**config.mk**
```make
export PLATFORM = sky130hd
export DESIGN_NAME = cordic_mag_buffer_flat
export DESIGN_NICKNAME = d
export VERILOG_FILES = /design/src/rtl/cordic_mag_buffer_if.sv /design/src/rtl/cordic_mag_buffer.sv /design/src/flat_wrapper.sv
export SDC_FILE = /design/constraint.sdc
export NUM_CORES = 1
export LEC_CHECK = 0
export ABC_AREA = 1
export ABC_CLOCK_PERIOD_IN_PS = 5740
export CAP_MARGIN = 20
export CORE_MARGIN = 2
export CORE_UTILIZATION = 33
export CTS_BUF_LIST = sky130_fd_sc_hd__clkbuf_16
export DETAILED_ROUTE_END_ITERATION = 12
export PLACE_DENSITY_LB_ADDON = 0.05
export SETUP_SLACK_MARGIN = 0.3
export SLEW_MARGIN = 40
export SYNTH_ARGS = -nofsm -noshare
export SYNTH_HDL_FRONTEND = slang
export SYNTH_SLANG_ARGS = --single-unit
```
**constraint.sdc**
```tcl
create_clock -name clk_i -period 5.74 [get_ports clk_i]
set_clock_uncertainty 0.1 [all_clocks]
set_input_delay 1.435 -clock clk_i [delete_from_list [all_inputs] [get_ports clk_i]]
set_output_delay 1.435 -clock clk_i [all_outputs]
set_load 0.01 [all_outputs]
```
**src/rtl/cordic_mag_buffer_if.sv**
```systemverilog
// Handshake bundle between the CORDIC magnitude pipeline, its upstream
// issuer, the output elastic buffer and the downstream consumer.
interface cordic_mag_buffer_if #(
   parameter int WIDTH = 32,
   parameter int DEPTH = 32
);
   localparam int CW = $clog2(DEPTH) + 1;

   logic             issue_i;
   logic             issue_ok_o;
   logic             valid_i;
   logic [WIDTH-1:0] data_i;
   logic             valid_o;
   logic             ready_i;
   logic [WIDTH-1:0] data_o;
   logic [CW-1:0]    count_o;
   logic [CW-1:0]    credits_o;
   logic             overflow_o;
   logic             issue_err_o;

   // Buffer side: receives issue/pipeline/consumer inputs, drives status and head.
   modport slave (
      input  issue_i,
      input  valid_i,
      input  data_i,
      input  ready_i,
      output issue_ok_o,
      output valid_o,
      output data_o,
      output count_o,
      output credits_o,
      output overflow_o,
      output issue_err_o
   );

   // Environment side: upstream issuer, pipeline output and consumer.
   modport master (
      output issue_i,
      output valid_i,
      output data_i,
      output ready_i,
      input  issue_ok_o,
      input  valid_o,
      input  data_o,
      input  count_o,
      input  credits_o,
      input  overflow_o,
      input  issue_err_o
   );
endinterface

```
**src/rtl/cordic_mag_buffer.sv**
```systemverilog
// Elastic output buffer for the CORDIC magnitude pipeline. The pipeline
// cannot be stalled, so the upstream issuer is throttled by credits: a
// credit is reserved when a sample is issued and returned only when the
// consumer pops the matching result, so in-flight plus buffered samples
// never exceed DEPTH.
module cordic_mag_buffer #(
   parameter int WIDTH = 32,
   parameter int DEPTH = 32
) (
   input  logic               clk_i,
   input  logic               rst_i,
   cordic_mag_buffer_if.slave bus
);
   localparam int CW = $clog2(DEPTH) + 1;
   localparam int AW = $clog2(DEPTH);
   localparam logic [CW-1:0] DEPTH_CW = CW'(DEPTH);

   logic [WIDTH-1:0] mem [DEPTH];
   logic [CW-1:0]    wr_ptr;
   logic [CW-1:0]    rd_ptr;
   logic [CW-1:0]    count;
   logic [CW-1:0]    credits;
   logic [CW-1:0]    credits_nxt;
   logic             overflow;
   logic             issue_err;
   logic             full;
   logic             empty;
   logic             push;
   logic             pop;
   logic             take;

   // Occupancy comes straight from the extra-bit pointers; wrap is natural.
   always_comb begin
      count = wr_ptr - rd_ptr;
      full  = (count == DEPTH_CW);
      empty = (count == '0);
   end

   // Per-cycle events. A full FIFO still accepts a sample when the head
   // leaves in the same cycle, so a steady stream never drops at full.
   always_comb begin
      pop  = !empty && bus.ready_i;
      push = bus.valid_i && (!full || pop);
      take = bus.issue_i && (credits != '0);
   end

   // Pointer update; reset discards buffered data by collapsing both pointers.
   always_ff @(posedge clk_i or posedge rst_i) begin
      if (rst_i) begin
         wr_ptr <= '0;
         rd_ptr <= '0;
      end else begin
         if (push) wr_ptr <= wr_ptr + 1'b1;
         if (pop)  rd_ptr <= rd_ptr + 1'b1;
      end
   end

   // Sample storage; contents need no reset since occupancy gates visibility.
   always_ff @(posedge clk_i) begin
      if (push) mem[wr_ptr[AW-1:0]] <= bus.data_i;
   end

   // Credit arithmetic: reserve on take, return on pop, saturate at both ends.
   always_comb begin
      credits_nxt = credits;
      if (take && !pop) begin
         credits_nxt = credits - 1'b1;
      end else if (pop && !take && (credits != DEPTH_CW)) begin
         credits_nxt = credits + 1'b1;
      end
   end

   // Credit register.
   always_ff @(posedge clk_i or posedge rst_i) begin
      if (rst_i) credits <= DEPTH_CW;
      else       credits <= credits_nxt;
   end

   // Sticky error flags, cleared only by reset.
   always_ff @(posedge clk_i or posedge rst_i) begin
      if (rst_i) begin
         overflow  <= 1'b0;
         issue_err <= 1'b0;
      end else begin
         if (bus.valid_i && !push)            overflow  <= 1'b1;
         if (bus.issue_i && (credits == '0))  issue_err <= 1'b1;
      end
   end

   // Output drive; data reads as zero whenever the FIFO is empty.
   always_comb begin
      bus.valid_o     = !empty;
      bus.data_o      = empty ? '0 : mem[rd_ptr[AW-1:0]];
      bus.count_o     = count;
      bus.credits_o   = credits;
      bus.issue_ok_o  = (credits != '0);
      bus.overflow_o  = overflow;
      bus.issue_err_o = issue_err;
   end
endmodule

```
**src/flat_wrapper.sv**
```systemverilog
// flat-port wrapper written by rule: the top's interface ports become plain ports
module cordic_mag_buffer_flat 
#(
   parameter int WIDTH = 32,
   parameter int DEPTH = 32
)
  (clk_i, rst_i, bus_issue_i, bus_valid_i, bus_data_i, bus_ready_i, bus_issue_ok_o, bus_valid_o, bus_data_o, bus_count_o, bus_credits_o, bus_overflow_o, bus_issue_err_o);
  cordic_mag_buffer_if #(.WIDTH(WIDTH), .DEPTH(DEPTH)) bus_i ();
  input  logic clk_i;
  input  logic rst_i;
  input wire logic [$bits(bus_i.issue_i)-1:0] bus_issue_i;
  input wire logic [$bits(bus_i.valid_i)-1:0] bus_valid_i;
  input wire logic [$bits(bus_i.data_i)-1:0] bus_data_i;
  input wire logic [$bits(bus_i.ready_i)-1:0] bus_ready_i;
  output wire logic [$bits(bus_i.issue_ok_o)-1:0] bus_issue_ok_o;
  output wire logic [$bits(bus_i.valid_o)-1:0] bus_valid_o;
  output wire logic [$bits(bus_i.data_o)-1:0] bus_data_o;
  output wire logic [$bits(bus_i.count_o)-1:0] bus_count_o;
  output wire logic [$bits(bus_i.credits_o)-1:0] bus_credits_o;
  output wire logic [$bits(bus_i.overflow_o)-1:0] bus_overflow_o;
  output wire logic [$bits(bus_i.issue_err_o)-1:0] bus_issue_err_o;
  assign bus_i.issue_i = bus_issue_i;
  assign bus_i.valid_i = bus_valid_i;
  assign bus_i.data_i = bus_data_i;
  assign bus_i.ready_i = bus_ready_i;
  assign bus_issue_ok_o = bus_i.issue_ok_o;
  assign bus_valid_o = bus_i.valid_o;
  assign bus_data_o = bus_i.data_o;
  assign bus_count_o = bus_i.count_o;
  assign bus_credits_o = bus_i.credits_o;
  assign bus_overflow_o = bus_i.overflow_o;
  assign bus_issue_err_o = bus_i.issue_err_o;
  cordic_mag_buffer #(.WIDTH(WIDTH), .DEPTH(DEPTH)) u_core (.clk_i(clk_i), .rst_i(rst_i), .bus(bus_i));
endmodule
```
======== After elaboration in Yosys (flattened, before gate mapping) ========
Memory sizes are Yosys's and may differ from the RTL's.
Cells that the tools add are included.
word-level totals
  register bits ........................... 20
  bits in writable memories ............... 1024
  output and inout port bits .............. 48
  bits of input ports ..................... 37
  word-level logic and storage cells ...... 36
  memories ................................ 1
operators by class
  reduce and logical (&&, ||, !) cells .... 18
  mux-type cells .......................... 5
  add/sub/neg operators ................... 5
  eq/ne operators ......................... 2
memory list
  name        words  bits a word  rd ports  clocked after memory_dff  write ports  RTL line                 text
  u_core.mem  32     32           1         0                         1            cordic_mag_buffer.sv:18  logic [WIDTH-1:0] mem [DEPTH];
operators by type and width
  operator               number
  $mux W32               1
  $add A6 B1 Y6 const B  3
  $logic_not A6 Y1       2
  $mux W6                2
  $logic_and A1 B1 Y1    8
  $eq A6 B6 Y1 const B   1
  $ne A6 B6 Y1 const B   1
  $reduce_bool A6 Y1     1
  $sub A6 B1 Y6 const B  1
  $sub A6 B6 Y6          1
  $logic_not A1 Y1       5
  $mux W1                2
  $reduce_bool A2 Y1     1
  $logic_or A1 B1 Y1     1

======== Logic depth before layout (Yosys ltp) ========
  depth in word-level cells ............... 8
  gate-level depth with buffers ........... 25
  mapped depth without buffers ............ 23

======== Worst setup path before layout ========
OpenSTA, ideal clock, no wires.
  kind .................................... register to register
  from .................................... register u_core.rd_ptr[1]
  to ...................................... memory u_core.mem[15][0], enable pin
  period minus slack after synthesis ...... 4.362 ns
  setup slack ............................. 1.378 ns
  stages on the path, launching flop included .. 17
  arrival ................................. 3.841 ns
  setup time .............................. 0.421 ns
  cell sequence ........................... dfrtp_1 -> inv_2 -> buf_2 -> clkbuf_1 -> buf_2 -> ha_1 -> nand2_1 -> nand2_1 -> nand3_1 -> nand3_1 -> nand2_1 -> inv_1 -> nand3b_1 -> nand2_1 -> nor2_1 -> nand3_1 -> nor2_1
on the way
  longest elaborated chain between the ends .. 8
  elaborated cells between the ends (all ways) .. 10
  those cells by class .................... add/sub (1); eq/ne (1); mux (2); reduce/logical (6)
ends and longest elaborated chain
  element                          RTL line                 text
  start, declared                  cordic_mag_buffer.sv:20  logic [CW-1:0] rd_ptr;
  start signal, assigned           cordic_mag_buffer.sv:54  if (pop) rd_ptr <= rd_ptr + 1'b1;
  $sub A6 B6 Y6 *                  cordic_mag_buffer.sv:34  count = wr_ptr - rd_ptr;
  named net bus_count_o[5]         flat_wrapper.sv:18       output wire logic [$bits(bus_i.count_o)-1:0] bus_count_o;
  $logic_not A6 Y1                 cordic_mag_buffer.sv:36  empty = (count == '0);
  $logic_not A1 Y1                 cordic_mag_buffer.sv:42  pop = !empty && bus.ready_i;
  $logic_and A1 B1 Y1              cordic_mag_buffer.sv:42
  $logic_or A1 B1 Y1 *             cordic_mag_buffer.sv:43  push = bus.valid_i && (!full || pop);
  $logic_and A1 B1 Y1 *            cordic_mag_buffer.sv:43
  $mux W1 *                        cordic_mag_buffer.sv:60  if (push) mem[wr_ptr[AW-1:0]] <= bus.data_i;
  $mux W1 (implied by the code) *  cordic_mag_buffer.sv:60
  end, declared                    cordic_mag_buffer.sv:18
Mark *: on every way through the listed nets, which the timed path passes. The rest lies on a longest branch.

======== Worst setup path in the final report ========
  from .................................... register u_core.rd_ptr[0]
  to ...................................... output bus_data_o[6]
on the way
  longest elaborated chain between the ends .. 3
  elaborated cells between the ends (all ways) .. 4
  those cells by class .................... add/sub (1); mux (1); reduce/logical (1); memory (1)
ends and longest elaborated chain
  element           RTL line                 text
  $sub A6 B6 Y6     cordic_mag_buffer.sv:34
  $logic_not A6 Y1  cordic_mag_buffer.sv:36
  $mux W32 *        cordic_mag_buffer.sv:93  bus.data_o = empty ? '0 : mem[rd_ptr[AW-1:0]];
  end, declared     flat_wrapper.sv:17       output wire logic [$bits(bus_i.data_o)-1:0] bus_data_o;
Every way passes the cells marked *; elsewhere a longest branch is shown, timed or not.

==> qor.yml <==
total_leakage_power_nw: 16.6
cpMostUsedCell: "buf_16"
nNetsFinal: 3245
cts_buffer_depth: 3
p_seq_frac: 0.341
synth.avg_cell_area_um2: 13.5
routedWlPerCell_um: 29.2
drt-total-wl_mm: 144
reg2reg_depth: 14
synthTopCellsByArea: "edfxtp_1 (74%), nand2_1 (7.4%), a21oi_1 (5.8%)"
antenna_found_initial: 14
synth_seq_cells: 1044
end_kind: "primary output"
fillCellCount: 11700
crit_required_ns: 4.20
die_h_um: 359
slew_headroom: 0.430
grt_usage: 0.218
min_path_type: "reg -> reg"
r2r_start: "u_core.rd_ptr[0]"
grt_pass1_vias: 26600
clk_pin_slew_ns: 0.06
cp_slowest_stage_delay_ns: 0.60
netlist_area_um2: 41600
cp.arrival_ns: 3.85
pre_cts_slack_ns: 0.492
cts.htree.levels: 3
synth_enable_flop_cells: 1024
slew_violations: 0
synthesis.nets: 3126
place_hpwl_mm: 75.9
drc: 0
timing.final.ws_setup_ns: 0.356
fp-row-count: 130
cp_slowest_cell: "dfrtp_4"
tns_ns: 0
antennaDiodeCount: 0
yosys.cell_types.count: 40
numCtsBuffers: 116
grt_max_degree: 101
start_util: 0.332
critPathLaunch: "u_core.rd_ptr[0]"
ys_seq_area_frac: 0.752
seqCellArea_um2: 31300
crit_end: "bus_data_o[6]"
first_iter_violations: 2615
numPortBuffers: 84
rsz0062_at_grt: "true"
holdBufCountCts: 0
cts_root_buf: "clkbuf_16"
startpoint_type: "flop"
max_freq_mhz: 186
die_x_um: 359
period_needed_ns: 5.38
crit_path_max_fanout: 40
core_area_um2: 125000
critical_path_class: "reg -> out"
stdcell_count: 4941
power.internal_w: 0.0167
synthCells: 3077
synthFlopType: "edfxtp_1"
clock-sinks: 1044
ys_top_cells_by_count: "edfxtp_1 (1024), nand2_1 (815), a21oi_1 (483)"
cts_tree: "done"
peakVddDrop_uv: 308
switching_share: 0.379
ios: 85
multiInputGateArea_um2: 9590
synth.largest_area_cell: "edfxtp_1"
powerDensity_nw_per_um2: 547
place.gp.congestion: 0.766
worstSkewPairLatency_ns: 0.71
drt-pass1-iter-count: 7
rr_endpoint: "u_core.mem[24][11]"
r2r_setup_slack_ns: 1.43
viasPerCell: 5.42
setup_viol: 0
grt_overflow: 0
die-area_um2: 129000
power.share.clock: 0.269
power_frac_comb: 0.391
area_growth_pct: 18.4
antenna_left: 0
hold_viol_final: 0
p_sw_w: 0.0102
synth_top_area_share: 0.740
drv_cap: 0
crit_chain: "inv_16 -> buf_16 -> buf_16 -> buf_16 -> nand2_1 -> a32o_1 -> a21oi_1 -> o211ai_1 -> buf_4 -> a21oi_4 -> clkdlybuf4s50_1"
ys_warn_count: 0
fin_crit_sh: 0.938
outcome: "finished, final reports clean"
synth_most_common_cell: "edfxtp_1"
synthArstFlopShare: 0.0192
dp_cells: 4716
vias: 26800
grt_pass1_wl_mm: 201
tightest_slew_ns: 0.854
drive_above_1_share: 0.126
==> cell type report <==
cell class	instances	area share
Multi-Input combinational cell	1773	0.195
Sequential cell	1044	0.635
Inverter	44	0.00407
Clock buffer	119	0.0605
Tap cell	1650	0.0419
Timing Repair Buffer	217	0.0490
Clock inverter	94	0.0145
==> layer usage <==
layer	routed length (µm)	global-route usage	part of all wire
met1	64700	0.300	0.45
met2	69200	0.365	0.48
met3	6580	0.0300	0.046
met4	3860	0.0554	0.027
met5	23	0	0.00016
==> flip-flops by register name, summed over array words and instances, names as in the netlist <==
| signal | flops |
|---|---|
| u_core.mem | 1024 |
| u_core.rd_ptr | 6 |
| u_core.wr_ptr | 6 |
| u_core.bus.overflow_o | 1 |
| u_core.bus.issue_err_o | 1 |
| u_core.bus.credits_o | 6 |
==> stage by stage <==
step           total power [W]  hold WS, ns  instance area (µm²)   util
6_report                0.0269        0.385                49200  0.393
5_1_grt                 0.0282        0.421                49200  0.393
4_1_cts                 0.0269        0.389                48900  0.391
3_5_place_dp            0.0194        0.377                45000  0.360
3_3_place_gp            0.0193        0.365                45100  0.360
2_1_floorplan           0.0147        0.364                41600      -
==> what timing repair did <==
item / CTS / global route
cloned: 2 / 6
endpoints found under the hold margin: 0 / 0
buffers inserted: 0 / 4
resized for setup: 43 / 28
endpoints found under the setup margin: 27 / 27
==> power groups by stage <==
stage	clock network, W	registers [W]	logic (W)
2_1_floorplan	0	0.00924	0.00550
3_3_place_gp	0	0.00930	0.0100
3_5_place_dp	0	0.00931	0.0101
4_1_cts	0.00740	0.00916	0.0103
5_1_grt	0.00767	0.00921	0.0113
6_report	0.00723	0.00916	0.0105
==> cell families after synthesis <==
kind of cell             count (synthesis)  share of synthesized area
XOR/XNOR                                12                    0.00253
adder cells (fa/ha/maj)                 12                    0.00379
buffers and inverters                  260                     0.0261
AND/OR/NAND/NOR                        935                     0.0893
flip-flops                            1044                      0.752
AO/OA/AOI/OAI                          814                      0.126
==> worst max-delay path, delay by kind of cell, from the launching register on <==
| family | cells | cell delay [ns] |
|---|---|---|
| flops | 1 | 0.60 |
| compound gates | 4 | 0.80 |
| simple gates | 1 | 0.06 |
| buf+inv | 6 | 1.59 |
==> placed cells by master, fill, tap and decap left out, types with 15 or more instances in the layout <==
| master | netlist | final |
|---|---|---|
| nor2_4 | 1 | 34 |
| a22oi_1 | 64 | 64 |
| o311ai_0 | 28 | 15 |
| a32o_1 | 64 | 64 |
| clkinv_2 | 0 | 25 |
| inv_1 | 38 | 60 |
| a32oi_1 | 64 | 64 |
| clkdlybuf4s50_1 | 0 | 47 |
| buf_2 | 79 | 32 |
| buf_12 | 0 | 26 |
| edfxtp_1 | 1024 | 1024 |
| nand2_1 | 815 | 814 |
| clkbuf_16 | 0 | 125 |
| a21oi_1 | 483 | 465 |
| o211ai_1 | 64 | 64 |
| clkinv_1 | 0 | 26 |
| a221o_1 | 36 | 36 |
| buf_4 | 2 | 77 |
| nand3_1 | 58 | 58 |
==> worst min-delay path by stage <==
stage	startpoint	endpoint	slack, ns	depth (start not counted)
CTS	u_core.bus.credits_o[5]	u_core.bus.credits_o[5]	0.39	2
global route	u_core.bus.credits_o[5]	u_core.bus.credits_o[5]	0.42	2
global placement	u_core.bus.issue_err_o	u_core.bus.issue_err_o	0.37	1
floorplan	u_core.wr_ptr[5]	u_core.wr_ptr[5]	0.36	1
detailed placement	u_core.bus.issue_err_o	u_core.bus.issue_err_o	0.38	1
finish	u_core.bus.issue_err_o	u_core.bus.issue_err_o	0.39	1
Note: power is estimated with default switching activity, not from simulation.
